## src/rtl/des_dec_round_engine_pkg.sv

```systemverilog
// Shared constants, tables and helpers for the iterative DES decrypt engine.
// Table entries use the classic DES numbering: position n is the n-th bit
// counted from the MSB end of the vector, which is how the encrypt stage and
// the published test vectors write their hex values.
package des_dec_round_engine_pkg;

    typedef enum logic [1:0] {
        ST_IDLE = 2'd0,
        ST_BUSY = 2'd1,
        ST_DONE = 2'd2
    } state_t;

    localparam int DES_ROUNDS = 16;

    // Left-shift schedule of the encrypt key path, indexed by encrypt round - 1.
    localparam int SHIFT_SCHED [16] = '{1, 1, 2, 2, 2, 2, 2, 2, 1, 2, 2, 2, 2, 2, 2, 1};

    localparam int PC2_TBL [48] = '{
        14, 17, 11, 24,  1,  5,  3, 28, 15,  6, 21, 10,
        23, 19, 12,  4, 26,  8, 16,  7, 27, 20, 13,  2,
        41, 52, 31, 37, 47, 55, 30, 40, 51, 45, 33, 48,
        44, 49, 39, 56, 34, 53, 46, 42, 50, 36, 29, 32
    };

    localparam int E_TBL [48] = '{
        32,  1,  2,  3,  4,  5,  4,  5,  6,  7,  8,  9,
         8,  9, 10, 11, 12, 13, 12, 13, 14, 15, 16, 17,
        16, 17, 18, 19, 20, 21, 20, 21, 22, 23, 24, 25,
        24, 25, 26, 27, 28, 29, 28, 29, 30, 31, 32,  1
    };

    localparam int P_TBL [32] = '{
        16,  7, 20, 21, 29, 12, 28, 17,  1, 15, 23, 26,  5, 18, 31, 10,
         2,  8, 24, 14, 32, 27,  3,  9, 19, 13, 30,  6, 22, 11,  4, 25
    };

    // Each box is stored row-major: entry index = row*16 + column.
    localparam int SBOX [8][64] = '{
        '{14,  4, 13,  1,  2, 15, 11,  8,  3, 10,  6, 12,  5,  9,  0,  7,
           0, 15,  7,  4, 14,  2, 13,  1, 10,  6, 12, 11,  9,  5,  3,  8,
           4,  1, 14,  8, 13,  6,  2, 11, 15, 12,  9,  7,  3, 10,  5,  0,
          15, 12,  8,  2,  4,  9,  1,  7,  5, 11,  3, 14, 10,  0,  6, 13},
        '{15,  1,  8, 14,  6, 11,  3,  4,  9,  7,  2, 13, 12,  0,  5, 10,
           3, 13,  4,  7, 15,  2,  8, 14, 12,  0,  1, 10,  6,  9, 11,  5,
           0, 14,  7, 11, 10,  4, 13,  1,  5,  8, 12,  6,  9,  3,  2, 15,
          13,  8, 10,  1,  3, 15,  4,  2, 11,  6,  7, 12,  0,  5, 14,  9},
        '{10,  0,  9, 14,  6,  3, 15,  5,  1, 13, 12,  7, 11,  4,  2,  8,
          13,  7,  0,  9,  3,  4,  6, 10,  2,  8,  5, 14, 12, 11, 15,  1,
          13,  6,  4,  9,  8, 15,  3,  0, 11,  1,  2, 12,  5, 10, 14,  7,
           1, 10, 13,  0,  6,  9,  8,  7,  4, 15, 14,  3, 11,  5,  2, 12},
        '{ 7, 13, 14,  3,  0,  6,  9, 10,  1,  2,  8,  5, 11, 12,  4, 15,
          13,  8, 11,  5,  6, 15,  0,  3,  4,  7,  2, 12,  1, 10, 14,  9,
          10,  6,  9,  0, 12, 11,  7, 13, 15,  1,  3, 14,  5,  2,  8,  4,
           3, 15,  0,  6, 10,  1, 13,  8,  9,  4,  5, 11, 12,  7,  2, 14},
        '{ 2, 12,  4,  1,  7, 10, 11,  6,  8,  5,  3, 15, 13,  0, 14,  9,
          14, 11,  2, 12,  4,  7, 13,  1,  5,  0, 15, 10,  3,  9,  8,  6,
           4,  2,  1, 11, 10, 13,  7,  8, 15,  9, 12,  5,  6,  3,  0, 14,
          11,  8, 12,  7,  1, 14,  2, 13,  6, 15,  0,  9, 10,  4,  5,  3},
        '{12,  1, 10, 15,  9,  2,  6,  8,  0, 13,  3,  4, 14,  7,  5, 11,
          10, 15,  4,  2,  7, 12,  9,  5,  6,  1, 13, 14,  0, 11,  3,  8,
           9, 14, 15,  5,  2,  8, 12,  3,  7,  0,  4, 10,  1, 13, 11,  6,
           4,  3,  2, 12,  9,  5, 15, 10, 11, 14,  1,  7,  6,  0,  8, 13},
        '{ 4, 11,  2, 14, 15,  0,  8, 13,  3, 12,  9,  7,  5, 10,  6,  1,
          13,  0, 11,  7,  4,  9,  1, 10, 14,  3,  5, 12,  2, 15,  8,  6,
           1,  4, 11, 13, 12,  3,  7, 14, 10, 15,  6,  8,  0,  5,  9,  2,
           6, 11, 13,  8,  1,  4, 10,  7,  9,  5,  0, 15, 14,  2,  3, 12},
        '{13,  2,  8,  4,  6, 15, 11,  1, 10,  9,  3, 14,  5,  0, 12,  7,
           1, 15, 13,  8, 10,  3,  7,  4, 12,  5,  6, 11,  0, 14,  9,  2,
           7, 11,  4,  1,  9, 12, 14,  2,  0,  6, 10, 13, 15,  3,  5,  8,
           2,  1, 14,  7,  4, 10,  8, 13, 15, 12,  9,  0,  3,  5,  6, 11}
    };

    function automatic logic [47:0] des_pc2(input logic [55:0] cd);
        logic [47:0] k;
        k = '0;
        for (int i = 0; i < 48; i++) begin
            k[6'(47 - i)] = cd[6'(56 - PC2_TBL[i])];
        end
        return k;
    endfunction

    function automatic logic [47:0] des_expand(input logic [31:0] r);
        logic [47:0] e;
        e = '0;
        for (int i = 0; i < 48; i++) begin
            e[6'(47 - i)] = r[5'(32 - E_TBL[i])];
        end
        return e;
    endfunction

    // Row comes from the outer bits of each 6-bit group, column from the inner four.
    function automatic logic [31:0] des_sbox(input logic [47:0] x);
        logic [31:0] s_out;
        logic [5:0]  six;
        s_out = '0;
        for (int s = 0; s < 8; s++) begin
            six = x[6'(47 - 6 * s) -: 6];
            s_out[5'(31 - 4 * s) -: 4] = 4'(SBOX[3'(s)][{six[5], six[0], six[4:1]}]);
        end
        return s_out;
    endfunction

    function automatic logic [31:0] des_perm_p(input logic [31:0] s_in);
        logic [31:0] p;
        p = '0;
        for (int i = 0; i < 32; i++) begin
            p[5'(31 - i)] = s_in[5'(32 - P_TBL[i])];
        end
        return p;
    endfunction

    // Right rotation undoes the encrypt-side left shift (28-bit wrap).
    function automatic logic [27:0] des_rotr28(input logic [27:0] x, input logic [1:0] n);
        logic [27:0] y;
        if (n == 2'd2) begin
            y = {x[1:0], x[27:2]};
        end else begin
            y = {x[0], x[27:1]};
        end
        return y;
    endfunction

    // Rotation applied after decrypt round rnd mirrors encrypt round 17-rnd;
    // after round 16 it is encrypt round 1's shift, closing the 28-bit loop.
    function automatic logic [1:0] des_dec_shift(input logic [4:0] rnd);
        logic [3:0] idx;
        idx = 4'(5'd16 - rnd);
        return 2'(SHIFT_SCHED[idx]);
    endfunction

endpackage

```

## src/rtl/des_dec_round_engine_f_function.sv

```systemverilog
// DES round function f(R, K) = P(S(E(R) xor K)); purely combinational.
module des_dec_round_engine_f_function
    import des_dec_round_engine_pkg::*;
(
    input  logic [31:0] i_r,
    input  logic [47:0] i_k,
    output logic [31:0] o_f
);

    logic [47:0] w_x;
    logic [31:0] w_s;

    assign w_x = des_expand(i_r) ^ i_k;
    assign w_s = des_sbox(w_x);
    assign o_f = des_perm_p(w_s);

endmodule

```

## src/rtl/des_dec_round_engine.sv

```systemverilog
// Iterative DES decrypt core: one Feistel round per clock, subkeys K16..K1
// produced on the fly by right-rotating C/D. Results are the raw round-16
// halves so the shared swap + final-permutation stage can follow unchanged.
//
//   state   | meaning
//   --------+-----------------------------------------------------------
//   ST_IDLE | ready for a block; data17 outputs hold the last result
//   ST_BUSY | running rounds 1..16, r_rnd = round being computed
//   ST_DONE | result presented with o_out_valid until o_out_ready
module des_dec_round_engine
    import des_dec_round_engine_pkg::*;
(
    input  logic        i_clk,
    input  logic        i_rst_n,
    input  logic        i_in_valid,
    output logic        o_in_ready,
    input  logic [31:0] i_data_l,
    input  logic [31:0] i_data_r,
    input  logic [55:0] i_key,
    output logic        o_out_valid,
    input  logic        i_out_ready,
    output logic [31:0] o_data17_l,
    output logic [31:0] o_data17_r
);

    state_t      r_state;
    logic [4:0]  r_rnd;
    logic [31:0] r_l;
    logic [31:0] r_r;
    logic [27:0] r_c;
    logic [27:0] r_d;
    logic [31:0] r_data17_l;
    logic [31:0] r_data17_r;
    logic        r_in_ready;
    logic        r_out_valid;

    logic [47:0] w_k;
    logic [31:0] w_f;
    logic [31:0] w_new_r;
    logic [1:0]  w_shift;

    // Round 1 sees the unrotated C/D, which equals C16/D16 and yields K16.
    assign w_k     = des_pc2({r_c, r_d});
    assign w_new_r = r_l ^ w_f;
    assign w_shift = des_dec_shift(r_rnd);

    des_dec_round_engine_f_function u_f (
        .i_r (r_r),
        .i_k (w_k),
        .o_f (w_f)
    );

    // Control FSM plus round datapath; all outputs registered.
    always_ff @(posedge i_clk) begin
        if (!i_rst_n) begin
            r_state     <= ST_IDLE;
            r_rnd       <= 5'd0;
            r_l         <= '0;
            r_r         <= '0;
            r_c         <= '0;
            r_d         <= '0;
            r_data17_l  <= '0;
            r_data17_r  <= '0;
            r_in_ready  <= 1'b1;
            r_out_valid <= 1'b0;
        end else begin
            case (r_state)
                ST_IDLE: begin
                    if (i_in_valid) begin
                        r_l        <= i_data_l;
                        r_r        <= i_data_r;
                        r_c        <= i_key[55:28];
                        r_d        <= i_key[27:0];
                        r_rnd      <= 5'd1;
                        r_in_ready <= 1'b0;
                        r_state    <= ST_BUSY;
                    end
                end
                ST_BUSY: begin
                    r_l <= r_r;
                    r_r <= w_new_r;
                    r_c <= des_rotr28(r_c, w_shift);
                    r_d <= des_rotr28(r_d, w_shift);
                    if (r_rnd == 5'(DES_ROUNDS)) begin
                        r_data17_l  <= r_r;
                        r_data17_r  <= w_new_r;
                        r_out_valid <= 1'b1;
                        r_rnd       <= 5'd0;
                        r_state     <= ST_DONE;
                    end else begin
                        r_rnd <= r_rnd + 5'd1;
                    end
                end
                ST_DONE: begin
                    if (i_out_ready) begin
                        r_out_valid <= 1'b0;
                        r_in_ready  <= 1'b1;
                        r_state     <= ST_IDLE;
                    end
                end
                default: begin
                    r_state     <= ST_IDLE;
                    r_rnd       <= 5'd0;
                    r_in_ready  <= 1'b1;
                    r_out_valid <= 1'b0;
                end
            endcase
        end
    end

    assign o_in_ready  = r_in_ready;
    assign o_out_valid = r_out_valid;
    assign o_data17_l  = r_data17_l;
    assign o_data17_r  = r_data17_r;

endmodule

```

## config.mk

```make
export PLATFORM = sky130hd
export DESIGN_NAME = des_dec_round_engine
export DESIGN_NICKNAME = d
export VERILOG_FILES = /design/src/rtl/des_dec_round_engine_pkg.sv /design/src/rtl/des_dec_round_engine_f_function.sv /design/src/rtl/des_dec_round_engine.sv
export SDC_FILE = /design/constraint.sdc
export NUM_CORES = 1
export LEC_CHECK = 0
export CELL_PAD_IN_SITES_DETAIL_PLACEMENT = 2
export CELL_PAD_IN_SITES_GLOBAL_PLACEMENT = 2
export CORE_MARGIN = 1
export CORE_UTILIZATION = 26
export CTS_BUF_LIST = sky130_fd_sc_hd__clkbuf_8
export DETAILED_ROUTE_END_ITERATION = 8
export GPL_TIMING_DRIVEN = 0
export PLACE_DENSITY = 0.85
export SLEW_MARGIN = 10
export SYNTH_ARGS = -nofsm -noshare
export SYNTH_HDL_FRONTEND = slang
export SYNTH_SLANG_ARGS = --single-unit
```

## constraint.sdc

```tcl
create_clock -name i_clk -period 2.14 [get_ports i_clk]
set_input_delay 0.321 -clock i_clk [delete_from_list [all_inputs] [get_ports i_clk]]
set_output_delay 0.321 -clock i_clk [all_outputs]
set_load 0.01 [all_outputs]
```

* Word-level counts from Yosys, hierarchy flattened *
Memory sizes are Yosys's and may differ from the RTL's.
Index checks and enable logic that the tools add are counted.

operators by class
  $add $sub $neg = 2
  $mul = 0
  divide/modulo/power cells = 0
  $lt $le $gt $ge = 5
  equal/unequal tests = 7
  shift-type cells = 0
  multiplexer cells = 30
  bitwise logic cells = 10
  reductions and logical operators = 8

operators by type and width
  cell                   number
  $pmux W32 S2           2
  $mux W32               2
  $mux W28               2
  $pmux W28 S2           1
  $xor A32 B16 Y32       1
  $ge A7 B7 Y1 const B   4
  $not A6 Y7             4
  $xor A24 B24 Y24       1
  $pmux W5 S3            1
  $mux W2                7
  $mux W3                4
  $mux W5                2
  $reduce_and A3 Y1      3
  $mux W4                2
  $ne A2 B2 Y1 const B   3
  $pmux W1 S3            2
  $pmux W2 S3            1
  $reduce_and A2 Y1      3
  $add A5 B1 Y5 const B  1
  $eq A5 B5 Y1 const B   1
  $ge A5 B5 Y1 const B   1
  $not A4 Y5             1
  $eq A2 B2 Y1 const B   2
  $mux W1                4
  5 further kinds        7

word-level totals
  bits in registers = 165
  latch bits = 0
  bits in writable memories = 0
  memory bits (read-only) = 8704
  bits of input ports = 124
  word-level logic and storage cells = 76
  memories kept = 5

memories
  memory           depth  width  read ports  clocked after Yosys merged registers in  wr ports  RTL line                         source
  (no name shown)  64     32     1           0                                        0         des_dec_round_engine_pkg.sv:98   s_out[5'(31 - 4 * s) -: 4] = 4'(SBOX[3'(s)][{six[5], six[0], six[4:1]}]);
  (no name shown)  64     32     1           0                                        0         des_dec_round_engine_pkg.sv:98
  (no name shown)  64     32     1           0                                        0         des_dec_round_engine_pkg.sv:98
  (no name shown)  64     32     1           0                                        0         des_dec_round_engine_pkg.sv:98
  (no name shown)  16     32     1           0                                        0         des_dec_round_engine_pkg.sv:128  return 2'(SHIFT_SCHED[idx]);

* Logic depth before layout (Yosys ltp) *
Gate-level depths: netlist of the first run.

  depth in word-level cells = 8
  depth in mapped cells = 7

* By module *
From an unflattened synthesis of the first run, not the netlist that was laid out.

unflattened totals
  cells, all modules = 1189
  area, all modules = 9806.9 sq um

by module, submodules not included
  module                           times used  cells each  area an instance (sq um)
  des_dec_round_engine             1           1156        9562.9
  des_dec_round_engine_f_function  1           33          244.0

* Worst setup path after synthesis of the first run *
No wires, ideal clock.

  path type = flip-flop to flip-flop
  from = register r_rnd[0]
  to = register r_data17_l[21], in the netlist o_data17_l[21]
  setup time = 72 ps
  data arrival time = 1308 ps
  slack = 761 ps
  cell stages (with the launch flop) = 8
  path through = dfxtp_1 > inv_1 > ha_1 > nand4bb_1 > nor2_4 > buf_6 > buf_8 > mux2i_1

on the way
  word-level cells in the longest chain between the ends = 2

ends and longest elaborated chain
  element                             RTL line                    source
  start: declaration                  des_dec_round_engine.sv:27  logic [4:0] r_rnd;
  start signal: assignment            des_dec_round_engine.sv:91  r_rnd <= r_rnd + 5'd1;
  $eq A5 B5 Y1                        des_dec_round_engine.sv:84  if (r_rnd == 5'(DES_ROUNDS)) begin
  $reduce_and A2 Y1 (no source line)  --
  end signal: assignment              des_dec_round_engine.sv:85  r_data17_l <= r_r;
  end: declaration                    des_dec_round_engine.sv:32  logic [31:0] r_data17_l;

No other way between the ends.
A chain may end at the register's enable or synchronous reset.

* Worst setup path after layout of the first run *
  from = register r_rnd[0]
  to = register r_data17_l[26], in the netlist o_data17_l[26]

The elaborated chain is that of the path after synthesis.

==> impl_summary.md, run 1 <==
Timing
After routing, the total negative slack on setup checks comes to 0 ns. The final hold violation count is 0. The final max-slew violation count is 0. The final period utilization is 0.806.

Setup violations remaining at the end of the flow were counted as 0. Based on the critical path, the design can be clocked at up to 580 MHz. The slew at the pin with the worst max-slew slack is 0.769 ns. In this run the tightest slew margin relative to its limit is 0.485.

Setup repair after global routing left no endpoint under its margin. The final critical delay including setup and external delays is 1.72 ns. The largest clock skew in the final design is 0.0174 ns.

Power
The share of total power dissipated in sequential elements is 0.511. The share of total power dissipated in combinational logic is 0.159. Of the total power, the clock network draws 0.330. Of the total power, the share spent switching nets is 0.290.

The static power due to leakage is 2.17 nW. Across the VDD grid, the largest voltage drop is 0.390 mV. The switching power is 0.00124 W.

The total internal power is 0.00303 W. The power per cell area is 721 mW/mm^2.

Layout
The post-layout utilization of the core is 0.367. The most common cell after layout, fill and taps aside is sky130_fd_sc_hd__nand2_1. The area growth from synthesis to final layout is 35.7%. Counting the fill cells in the layout gives 1818. In the layout the commonest cells are sky130_fd_sc_hd__nand2_1 (134), sky130_fd_sc_hd__dfxtp_1 (105), sky130_fd_sc_hd__clkdlybuf4s50_1 (101), sky130_fd_sc_hd__a21oi_1 (63), sky130_fd_sc_hd__mux2i_1 (48). The repair_antennas step left the layout with diodes totalling 0. The proportion of layout cells with a drive suffix above 1 is 0.0813. The number of nets in the layout is 762.

Global routing
The wire length of the first global-routing pass is 24300 microns. The initial antenna violation count came to 0. The global-route total usage across every layer is 0.183.

The pin count of the biggest net entering global routing is 17. The overflow left after global routing is 0. The via count of the first global-routing pass is 4422.

Worst setup path
The setup path with the least slack is of type reg2reg. Among all stages on the critical path, the largest delay is contributed by sky130_fd_sc_hd__dfxtp_1. The endpoint required time on the critical path is 2.45 ns.

The critical path data arrival time is 2.03 ns. STA classifies the critical path startpoint as a register. Along the worst path, the maximum fanout reaches 10. The critical path goes through inv_1 > ha_1 > nand4bb_1 > nor2_4 > buf_6 > buf_8 > mux2i_1. The endpoint kind of the worst setup timing path is a register. The largest single stage delay on the critical path is 0.37 ns.

Drt
Summed over all layers, the routed wires come to 15300 microns. The per-cell routed wire length is 17.9 microns. The count of vias placed by the detailed router is 4019. The final antenna-violating net count is 0. Dividing the detail-routed via count by the number of cells gives 4.70. The remaining routing DRC violations is 0. For this block, the initial DRC count from the detailed router was 150. The total iterations of the first detailed-routing run is 4.

Yosys
The share of the Yosys chip area taken by registers is 0.483. The number of unique standard cell types used by synthesis is 38. Yosys printed 0 warnings.

The share of the synthesized area in compound gates (AO/OA/AOI/OAI) was 0.161. Counting flops with an async set or reset pin after synthesis yields a share of 0. The most frequently used flop master after synthesis is sky130_fd_sc_hd__dfxtp_1.

In this run, synthesis inferred 0 flip-flops with an integrated enable. The mean post-synth cell area is 8.55 sq um. Of the total synthesized cell area, the portion taken by AND, OR, NAND and NOR gates is 0.159. The area share of xor/xnor cells in the synthesized design is 0. After synthesis the cells add up to 0.00435 sq mm. Of the total synthesized cell area, the portion taken by full adders, half adders and majority gates is 0.00575. The synthesis-stage register bit count is 105. The largest family of logic cells by synthesized area is compound AO/OA/AOI/OAI gates. The mux share of post-synthesis cell area is 0.110. After technology mapping, the gate count stands at 509.

Floorplan
The overall die width is 131 microns. 190 I/O pins were placed. The count of standard-cell rows is 46. The starting density of the core is 0.270. The core area is 0.0161 sq mm. The floorplan die area is 0.0173 sq mm.

The die is 131 microns tall.

Clock tree
Counting along the longest clock path gives a buffer depth of 2. The clock sink count is 105. The number of setup buffers added after CTS is 0. The maximum level of the CTS H-tree is 3. After clock tree synthesis, the clock-pin slew on the worst setup and hold paths is 0.11 ns. The library cell used as clock root buffer is sky130_fd_sc_hd__clkbuf_8. The post-cts gate resize count is 0. The TritonCTS clock tree is built. The total CTS buffers is 9. The worst-skew pair later-pin latency is 0.40 ns.

The number of buffers inserted by hold repair at cts is 0.

Placed design
The placed wire-length estimate after detailed placement is 11700 microns. The global placement routability congestion is 0.893. The number of port buffers is 101.

Min path
In this run the worst hold path is classified as reg2reg.

Flow run
The tool flagged a number of max-cap violations equal to 0.

Outcome
The flow ran to the end, and the final reports show no timing, DRC or antenna violations.
power groups by stage:
| stage | Clock, W | Sequential, W | Combinational [W] |
|---|---|---|---|
| 2_1_floorplan | 0 | 0.00217 | 0.000416 |
| 3_3_place_gp | 0 | 0.00222 | 0.000643 |
| 3_5_place_dp | 0 | 0.00223 | 0.000676 |
| 4_1_cts | 0.00145 | 0.00218 | 0.000681 |
| 5_1_grt | 0.00153 | 0.00219 | 0.000757 |
| 6_report | 0.00141 | 0.00218 | 0.000677 |
metrics by stage:
| stage | total power [W] | setup slack (ns) | instances | hold slack, ns | area [sq um] |
|---|---|---|---|---|---|
| CTS | 0.00431 | 0.376 | 856 | 0.471 | 5910 |
| detailed placement | 0.00290 | 0.00898 | 841 | 0.457 | 5690 |
| global route | 0.00448 | 0.245 | 856 | 0.485 | 5910 |
| global placement | 0.00286 | 0.0552 | 841 | 0.447 | 5690 |
| floorplan | 0.00259 | 0.761 | 524 | 0.438 | 4410 |
| finish | 0.00426 | 0.416 | 856 | 0.467 | 5910 |
synth_stat cells, drive strengths merged, types with 2 or more instances:
| cell | number | area (sq um) |
|---|---|---|
| a21oi | 63 | 315 |
| a22oi | 16 | 120 |
| and2 | 2 | 12.5 |
| buf | 34 | 248 |
| clkbuf | 22 | 82.6 |
| dfxtp | 105 | 2100 |
| ha | 2 | 25.0 |
| inv | 4 | 15.0 |
| mux2i | 48 | 480 |
| nand2 | 134 | 503 |
| nand2b | 2 | 12.5 |
| nand3 | 3 | 15.0 |
| nor2 | 19 | 78.8 |
| nor2b | 2 | 12.5 |
| nor3b | 2 | 20.0 |
| o211a | 2 | 20.0 |
| o21ai | 33 | 165 |
| or4 | 2 | 15.0 |
state kept, by name (all words and copies together) (netlist names):
name,cells
o_data17_l,32
r_rnd,5
o_data17_r,16
o_out_valid,1
r_l,16
r_r,32
o_in_ready,1
r_state,2
metal layers:
metal  up-vias  global-route usage  routed length [microns]
met2        96               0.328                     7880
li1       1943                   -                        -
met3        18              0.0336                      594
met5         -                   0                        0
met4         0              0.0620                      247
met1      1962               0.217                     6590
critical path, delay by kind of cell, from the launching register on:
kind	cells	cell delay, ns
buffers and inverters	3	0.48
AND/OR/NAND/NOR	2	0.41
flip-flops	1	0.37
multiplexers	1	0.23
adder cells (fa/ha/maj)	1	0.14
layout make-up:
type / instances / area [sq um] / share of cell area
plain buffers: 56 / 330 / 0.0559
clock buffers: 10 / 138 / 0.0233
clock inverters: 5 / 80.1 / 0.0136
inverters: 4 / 15.0 / 0.00254
multi-input cells: 359 / 1960 / 0.332
flip-flops and latches: 105 / 2100 / 0.356
well taps: 216 / 270 / 0.0458
repair buffers: 101 / 1010 / 0.171
kinds of logic (layout without fill, tap and decap cells):
kind of cell | count (synthesis) | count (layout)
AND/OR/NAND/NOR | 169 | 169
AO/OA/AOI/OAI | 124 | 124
flip-flops | 105 | 105
buffers and inverters | 60 | 176
multiplexers | 48 | 48
adder cells (fa/ha/maj) | 2 | 2
other | 1 | 16
path summary, 6_finish.rpt:
kind            startpoint              to  slack [ns]  cells after the start
max               r_rnd[0]  o_data17_l[26]        0.42                      7
min          o_data17_l[0]   o_data17_l[0]        0.47                      2
max reg2reg       r_rnd[0]  o_data17_l[26]        0.42                      7
min reg2reg  o_data17_l[0]   o_data17_l[0]        0.47                      2
Note: power is estimated with default switching activity, not from simulation.
==> run 2: changes to the inputs <==
--- a/config.mk
+++ b/config.mk
@@ -8,11 +8,11 @@
 export CELL_PAD_IN_SITES_DETAIL_PLACEMENT = 2
 export CELL_PAD_IN_SITES_GLOBAL_PLACEMENT = 2
 export CORE_MARGIN = 1
-export CORE_UTILIZATION = 26
+export CORE_UTILIZATION = 24
 export CTS_BUF_LIST = sky130_fd_sc_hd__clkbuf_8
 export DETAILED_ROUTE_END_ITERATION = 8
 export GPL_TIMING_DRIVEN = 0
-export PLACE_DENSITY = 0.85
+export PLACE_DENSITY = 0.79
 export SLEW_MARGIN = 10
 export SYNTH_ARGS = -nofsm -noshare
 export SYNTH_HDL_FRONTEND = slang
==> constraint.sdc (replaced) <==
create_clock -name i_clk -period 1.67 [get_ports i_clk]
set_input_delay 0.2505 -clock i_clk [delete_from_list [all_inputs] [get_ports i_clk]]
set_output_delay 0.2505 -clock i_clk [all_outputs]
set_load 0.01 [all_outputs]
==> run 2 against run 1 <==
Routed wire length decreased by 1.4%. Final cell count increased by 1.9%. Utilization decreased by 2.4 points. Die area increased by 8.2%. Sequential cell count unchanged. Critical path type unchanged.
==> impl_summary.md, run 2 (synthesis gave the netlist of run 1 again) <==
Clock tree
The library cell used as clock root buffer is sky130_fd_sc_hd__clkbuf_8. The number of buffers inserted by hold repair at cts is 0. The TritonCTS clock tree is built.

The worst-skew pair later-pin latency is 0.38 ns. Counting along the longest clock path gives a buffer depth of 2. The clock-pin slew on the worst setup and hold paths is 0.11 ns. CTS built an H-tree with a depth of 3.

In this run, CTS created clock tree buffers numbering 9. The clock net in this run drives a total of 105 sinks.

Worst setup path
The worst setup path category is reg2reg. The largest stage delay on the critical path is 0.36 ns. The worst setup path is launched from a register. Among all stages on the critical path, the largest delay is contributed by sky130_fd_sc_hd__dfxtp_2.

The critical path goes through inv_1 > ha_1 > nand4bb_4 > nor2_4 > buf_4 > buf_6 > mux2i_1. Data on the critical path is required at its endpoint by 1.98 ns. At the worst endpoint, the arrival time is 1.88 ns. The top fanout value on the critical path is 10. The endpoint kind of the worst setup timing path is a register.

Floorplan
The core area is 0.0175 sq mm. The floorplan step set the die height to 137 microns. During I/O placement, the number of pins put on the boundary was 190. The die covers 0.0187 sq mm.

The starting density of the core is 0.249. The count of standard-cell rows is 48. The overall die width is 137 microns.

Global routing
The initial antenna violation count is 0. The wire length of the first global-routing pass is 23700 microns. Summed over all layers, the global routing overflow is 0. In the global route stage, overall resource usage came out at 0.168. The via count of the first global-routing pass was 4371. The pin count of the biggest net entering global routing is 18.

Placed design
The placed wire-length estimate after detailed placement is 11500 microns. The cell total after placement is 850. OpenSTA, run right after detailed placement, puts the worst setup slack at -0.417 ns.

The number of port buffers is 101. The global placement routability congestion is 0.812.

Drt
The total iterations of the first detailed-routing run is 4. The remaining routing DRC violations is 0. The ratio of routed vias to standard cells is 4.64. For this block, the routed nets add up to 15100 microns of wire.

Once detail routing completed, the nets flagged for antenna violations numbered 0. The final route contains 4047 vias. The number of DRC markers after the initial detailed-route iteration is 166. Dividing the detail-routed wire length by the instance count gives 17.3 microns.

Layout
The top cell types in the final layout, fill and taps aside, are sky130_fd_sc_hd__nand2_1 (134), sky130_fd_sc_hd__dfxtp_1 (103), sky130_fd_sc_hd__clkdlybuf4s50_1 (101), sky130_fd_sc_hd__a21oi_1 (63), sky130_fd_sc_hd__mux2i_1 (47). Of the cells placed in the final design, the portion with a size suffix greater than 1 is 0.100. The total inserted antenna cells is 0. The area growth from synthesis to layout is 37.7%. The number of nets in the layout is 768. The final instance count without filler cells is 872. Leaving out fill and tap cells, the most frequent cell in the layout is sky130_fd_sc_hd__nand2_1. The layout has 1953 filler cells.

Timing
On the final layout, the worst clock skew is 0.0119 ns. Setup total negative slack on the finished layout was measured at 0 ns. The final hold slack is 0.424 ns.

The worst max-slew margin expressed relative to the limit is 0.593. The final hold violation count came to 0. Based on the critical path, the design can be clocked at up to 638 MHz. Dividing the final minimum period by the clock period gives 0.939. The total of endpoints with negative setup slack in the final report is 0. Setup repair after global routing left no endpoint under its margin. The final max-slew violation count was 0. The slew at the pin with the worst max-slew slack is 0.610 ns.

The final critical delay including setup and external delays is 1.57 ns. The final worst slack is 0.102 ns.

Flow run
Max-cap violations in this run came to 0.

Power
The worst-case IR drop observed on VDD is 0.306 mV. The static power due to leakage is 2.22 nW. The power per cell area is 885 mW/mm^2.

Min path
The class of the tightest hold or removal check is in2reg.

Outcome
The run finished with clean final reports.
[run 2: changes by cell type in the layout (fill, tap and decap cells not counted), sizes merged]
cell      previous run  this run
bufinv               2         1
clkinvlp             2         0
inv                  4         6
clkinv               1         4
buf                 34        39
[run 2: report_power, final]
part	internal (W)	switching, W
combinational	0.000358	0.000523
clock	0.000695	0.000926
sequential	0.00265	0.000148
[run 2: critical path, delay by kind of cell, from the launching register on]
kind | cells | cell delay, ns
adders and majority gates | 1 | 0.20
and+or+nand+nor | 2 | 0.31
muxes | 1 | 0.22
buffers and inverters | 3 | 0.38
DFF | 1 | 0.36
[run 2: layout make-up]
cell class	instances	area, sq um	share of cell area
plain buffers	55	345	0.0576
clock buffers	9	124	0.0207
flip-flops and latches	105	2100	0.351
inverters	4	15.0	0.00251
well taps	225	282	0.0470
clock inverters	7	70.1	0.0117
multi-input cells	359	1990	0.332
repair buffers	108	1060	0.178
[run 2: per-stage QoR]
stage	util	total power [W]	instance area (sq um)
final	0.343	0.00530	5990
after CTS	0.340	0.00535	5940
after global routing	0.343	0.00557	5990
after floorplan	-	0.00332	4410
after global placement	0.326	0.00365	5700
after detailed placement	0.326	0.00372	5700
[run 2: final timing paths]
| path | startpoint | end | slack, ns | cells past startpoint |
|---|---|---|---|---|
| max | r_rnd[0] | o_data17_l[5] | 0.10 | 7 |
| min | i_data_r[31] | r_r[31] | 0.42 | 3 |
| min reg2reg | o_data17_l[28] | o_data17_l[28] | 0.47 | 2 |
| max reg2reg | r_rnd[0] | o_data17_l[5] | 0.10 | 7 |
[run 2: routing by layer]
layer	routed length, microns	global-route usage	part of all wire	vias to the layer above
met5	0	0	0	-
met4	310	0.0599	0.021	0
met3	551	0.0319	0.036	17
met2	7480	0.287	0.50	78
met1	6760	0.210	0.45	2008
li1	-	-	-	1944
[run 2: timing repair]
action	in CTS	in global routing
resized for setup	6	8
buffers inserted	2	5
setup endpoints to repair	24	61
pin swaps	1	1
endpoints found under the hold margin	0	0
==> run 3: changes to the inputs <==
--- a/config.mk
+++ b/config.mk
@@ -8,12 +8,12 @@
 export CELL_PAD_IN_SITES_DETAIL_PLACEMENT = 2
 export CELL_PAD_IN_SITES_GLOBAL_PLACEMENT = 2
 export CORE_MARGIN = 1
-export CORE_UTILIZATION = 24
-export CTS_BUF_LIST = sky130_fd_sc_hd__clkbuf_8
+export CORE_UTILIZATION = 23
+export CTS_BUF_LIST = sky130_fd_sc_hd__clkbuf_4 sky130_fd_sc_hd__clkbuf_8 sky130_fd_sc_hd__clkbuf_16
 export DETAILED_ROUTE_END_ITERATION = 8
 export GPL_TIMING_DRIVEN = 0
-export PLACE_DENSITY = 0.79
-export SLEW_MARGIN = 10
+export PLACE_DENSITY = 0.76
+export SLEW_MARGIN = 40
 export SYNTH_ARGS = -nofsm -noshare
 export SYNTH_HDL_FRONTEND = slang
 export SYNTH_SLANG_ARGS = --single-unit
==> run 3 against run 2 <==
Routed wire length rose by 4.0%. Die area increased by 4.3%. Clock power up 22%. Critical endpoint is now o_data17_l[21]. Largest cell class unchanged. Highest routed layer unchanged.
==> impl_summary.md, run 3 (synthesis gave the netlist of run 1 again) <==
Drt
Once detail routing completed, the nets flagged for antenna violations numbered 0. The per-cell routed wire length is 18.0 microns. For this block, the via count after detailed routing is 4041. The ratio of routed vias to standard cells is 4.63.

The first detailed-routing pass took 4 iterations. The first routing iteration left 128 violations. The remaining routing DRC violations is 0. The final layout contains routed wiring with a total length of 15700 microns.

Outcome
The flow ran to the end, and the final reports show no timing, DRC or antenna violations.

Power
The proportion of total power due to net switching is 0.279. The maximum resistive drop on vdd is 0.460 mV. The analysis attributes to net switching a power of 0.00158 W. Power spread over the standard cell area amounts to 935 mW/mm^2.

Summed over all cells, the static leakage comes to 2.27 nW. The completed layout was analyzed and its total power is 0.00566 W. The internal portion of the total power is 0.00408 W. Of the total power, combinational logic draws 0.161. The share of total power dissipated in sequential elements is 0.491.

The part of the total power dissipated in the clock network is 0.349.

Global routing
The initial antenna violation count was 0. The via count of the first global-routing pass came to 4498. The overflow left after global routing is 0. In the global route stage, overall resource usage came out at 0.166. The pin count of the biggest net entering global routing is 15. The wire length of the first global-routing pass is 24800 microns.

Worst setup path
The slowest stage cell on the critical path is sky130_fd_sc_hd__dfxtp_1. For this run, the slowest stage of the critical path takes 0.33 ns. The category of the worst setup path launch point is a register.

The endpoint required time on the critical path is 1.95 ns. Data arrives at the worst endpoint at 1.86 ns. Among the stages of the critical path, the cell type that occurs most often is sky130_fd_sc_hd__buf_12.

The worst setup path category is reg2reg. The number of buffers and inverters on the critical path is 3. The worst setup path is captured at a register. Along the worst path, the maximum fanout reaches 10. The critical path goes through inv_1 > ha_1 > nand4bb_1 > nor2_4 > buf_12 > buf_12 > mux2i_1.

Grouping stages by cell kind, the critical path spends the most delay in simple AND/OR/NAND/NOR gates.

Layout
In the final layout, the share of cells above drive strength 1 is 0.110. After the last flow step, the layout net total stands at 767. From synthesis to final layout, the design area changed by 39.0%. The final instance count without filler cells is 872. In the layout the commonest cells are sky130_fd_sc_hd__nand2_1 (134), sky130_fd_sc_hd__dfxtp_1 (104), sky130_fd_sc_hd__clkdlybuf4s50_1 (101), sky130_fd_sc_hd__a21oi_1 (63), sky130_fd_sc_hd__mux2i_1 (48).

The most common cell after layout, fill and taps aside is sky130_fd_sc_hd__nand2_1. At the end of the flow the core is filled with cells to 0.331. The number of antenna diodes in the final layout is 0.

Placed design
Buffers placed on the I/O ports in this run total 101. The cell total after placement is 854. The wire-length estimate of the detail-placed layout is 11800 microns. The setup slack after placement is -0.522 ns. The global placement routability congestion is 0.788.

Clock tree
The tree is rooted in a sky130_fd_sc_hd__clkbuf_16. CTS saw 105 sinks. The H-tree was split into 3 levels. For this design, the CTS-stage hold fixing added 0 buffers. TritonCTS created 9 clock buffers. The clock tree buffer depth is 2.

Clock latency on the worst-skew pair, taken at its later pin, is 0.35 ns. TritonCTS built the clock tree. The clock-pin slew on the worst setup and hold paths is 0.07 ns.

Timing
After routing, the total negative slack on setup checks comes to 0 ns. The final worst slack is 0.0855 ns. The final max-slew violation count is 0. The final critical delay including setup and external delays is 1.58 ns. The total of endpoints with negative setup slack in the final report is 0.

Measured against its own limit, the worst slew margin works out to 0.589. The final hold violation count is 0. Clock skew on the completed layout was measured at 0.00470 ns. The slew at the pin with the worst max-slew slack is 0.616 ns. Static timing analysis puts the maximum clock frequency at 631 MHz. The final period utilization is 0.949.

Floorplan
For this design the top-level I/O count stands at 190. The core area is 0.0183 sq mm. From left edge to right edge, the die measures 140 microns. The die covers 0.0195 sq mm.

The die is 140 microns tall. The count of standard-cell rows is 49. The starting density of the core is 0.238.

Min path
The worst hold path belongs to the class in2reg.

Flow run
Max-cap violations in this run came to 0.
==> run 3: power by group through the flow <==
stage	Clock [W]	Combinational (W)	Sequential, W
after CTS	0.00203	0.000904	0.00278
final	0.00197	0.000908	0.00278
after floorplan	0	0.000533	0.00278
after global placement	0	0.000849	0.00282
after global routing	0.00213	0.00100	0.00280
after detailed placement	0	0.000891	0.00283
==> run 3: metal layers <==
metal / track usage / routed length, microns
met2: 0.296 / 7860
met5: 0 / 0
met1: 0.199 / 7080
met4: 0.0602 / 248
met3: 0.0265 / 513
==> run 3: worst paths after layout <==
check             depth (start not counted)  slack [ns]              to           start
setup / recovery                          7        0.09  o_data17_l[21]        r_rnd[1]
hold / removal                            3        0.46         r_l[16]    i_data_l[16]
setup reg to reg                          7        0.09  o_data17_l[21]        r_rnd[1]
hold reg to reg                           2        0.46  o_data17_r[21]  o_data17_r[21]
==> run 3: worst min-delay path, cell delays in order <==
cell	delay, ns
sky130_fd_sc_hd__clkdlybuf4s50_1	0.40
sky130_fd_sc_hd__nand2_1	0.06
sky130_fd_sc_hd__a21oi_1	0.05
==> run 3: area by class of cell <==
cell class                 count  area, sq um
buffer                        55          363
clock buffer                  12          254
clock inverter                 1         5.00
fill                        2074        12200
inverter                       4         15.0
multi-input combinational    359         1970
sequential                   105         2100
tap                          229          287
timing repair buffer         107         1060
==> run 3: timing repair <==
action / 4_1_cts / 5_1_grt
pin swaps: 1 / 1
cloned: 0 / 0
gates resized for setup: 8 / 27
endpoints found under the setup margin: 25 / 75
buffers inserted: 1 / 5
==> run 3: through the flow <==
| stage | area (sq um) | hold slack, ns |
|---|---|---|
| finish | 6050 | 0.457 |
| global route | 6050 | 0.466 |
| CTS | 6000 | 0.447 |
| global placement | 5710 | 0.447 |
| detailed placement | 5710 | 0.453 |
| floorplan | 4410 | 0.385 |
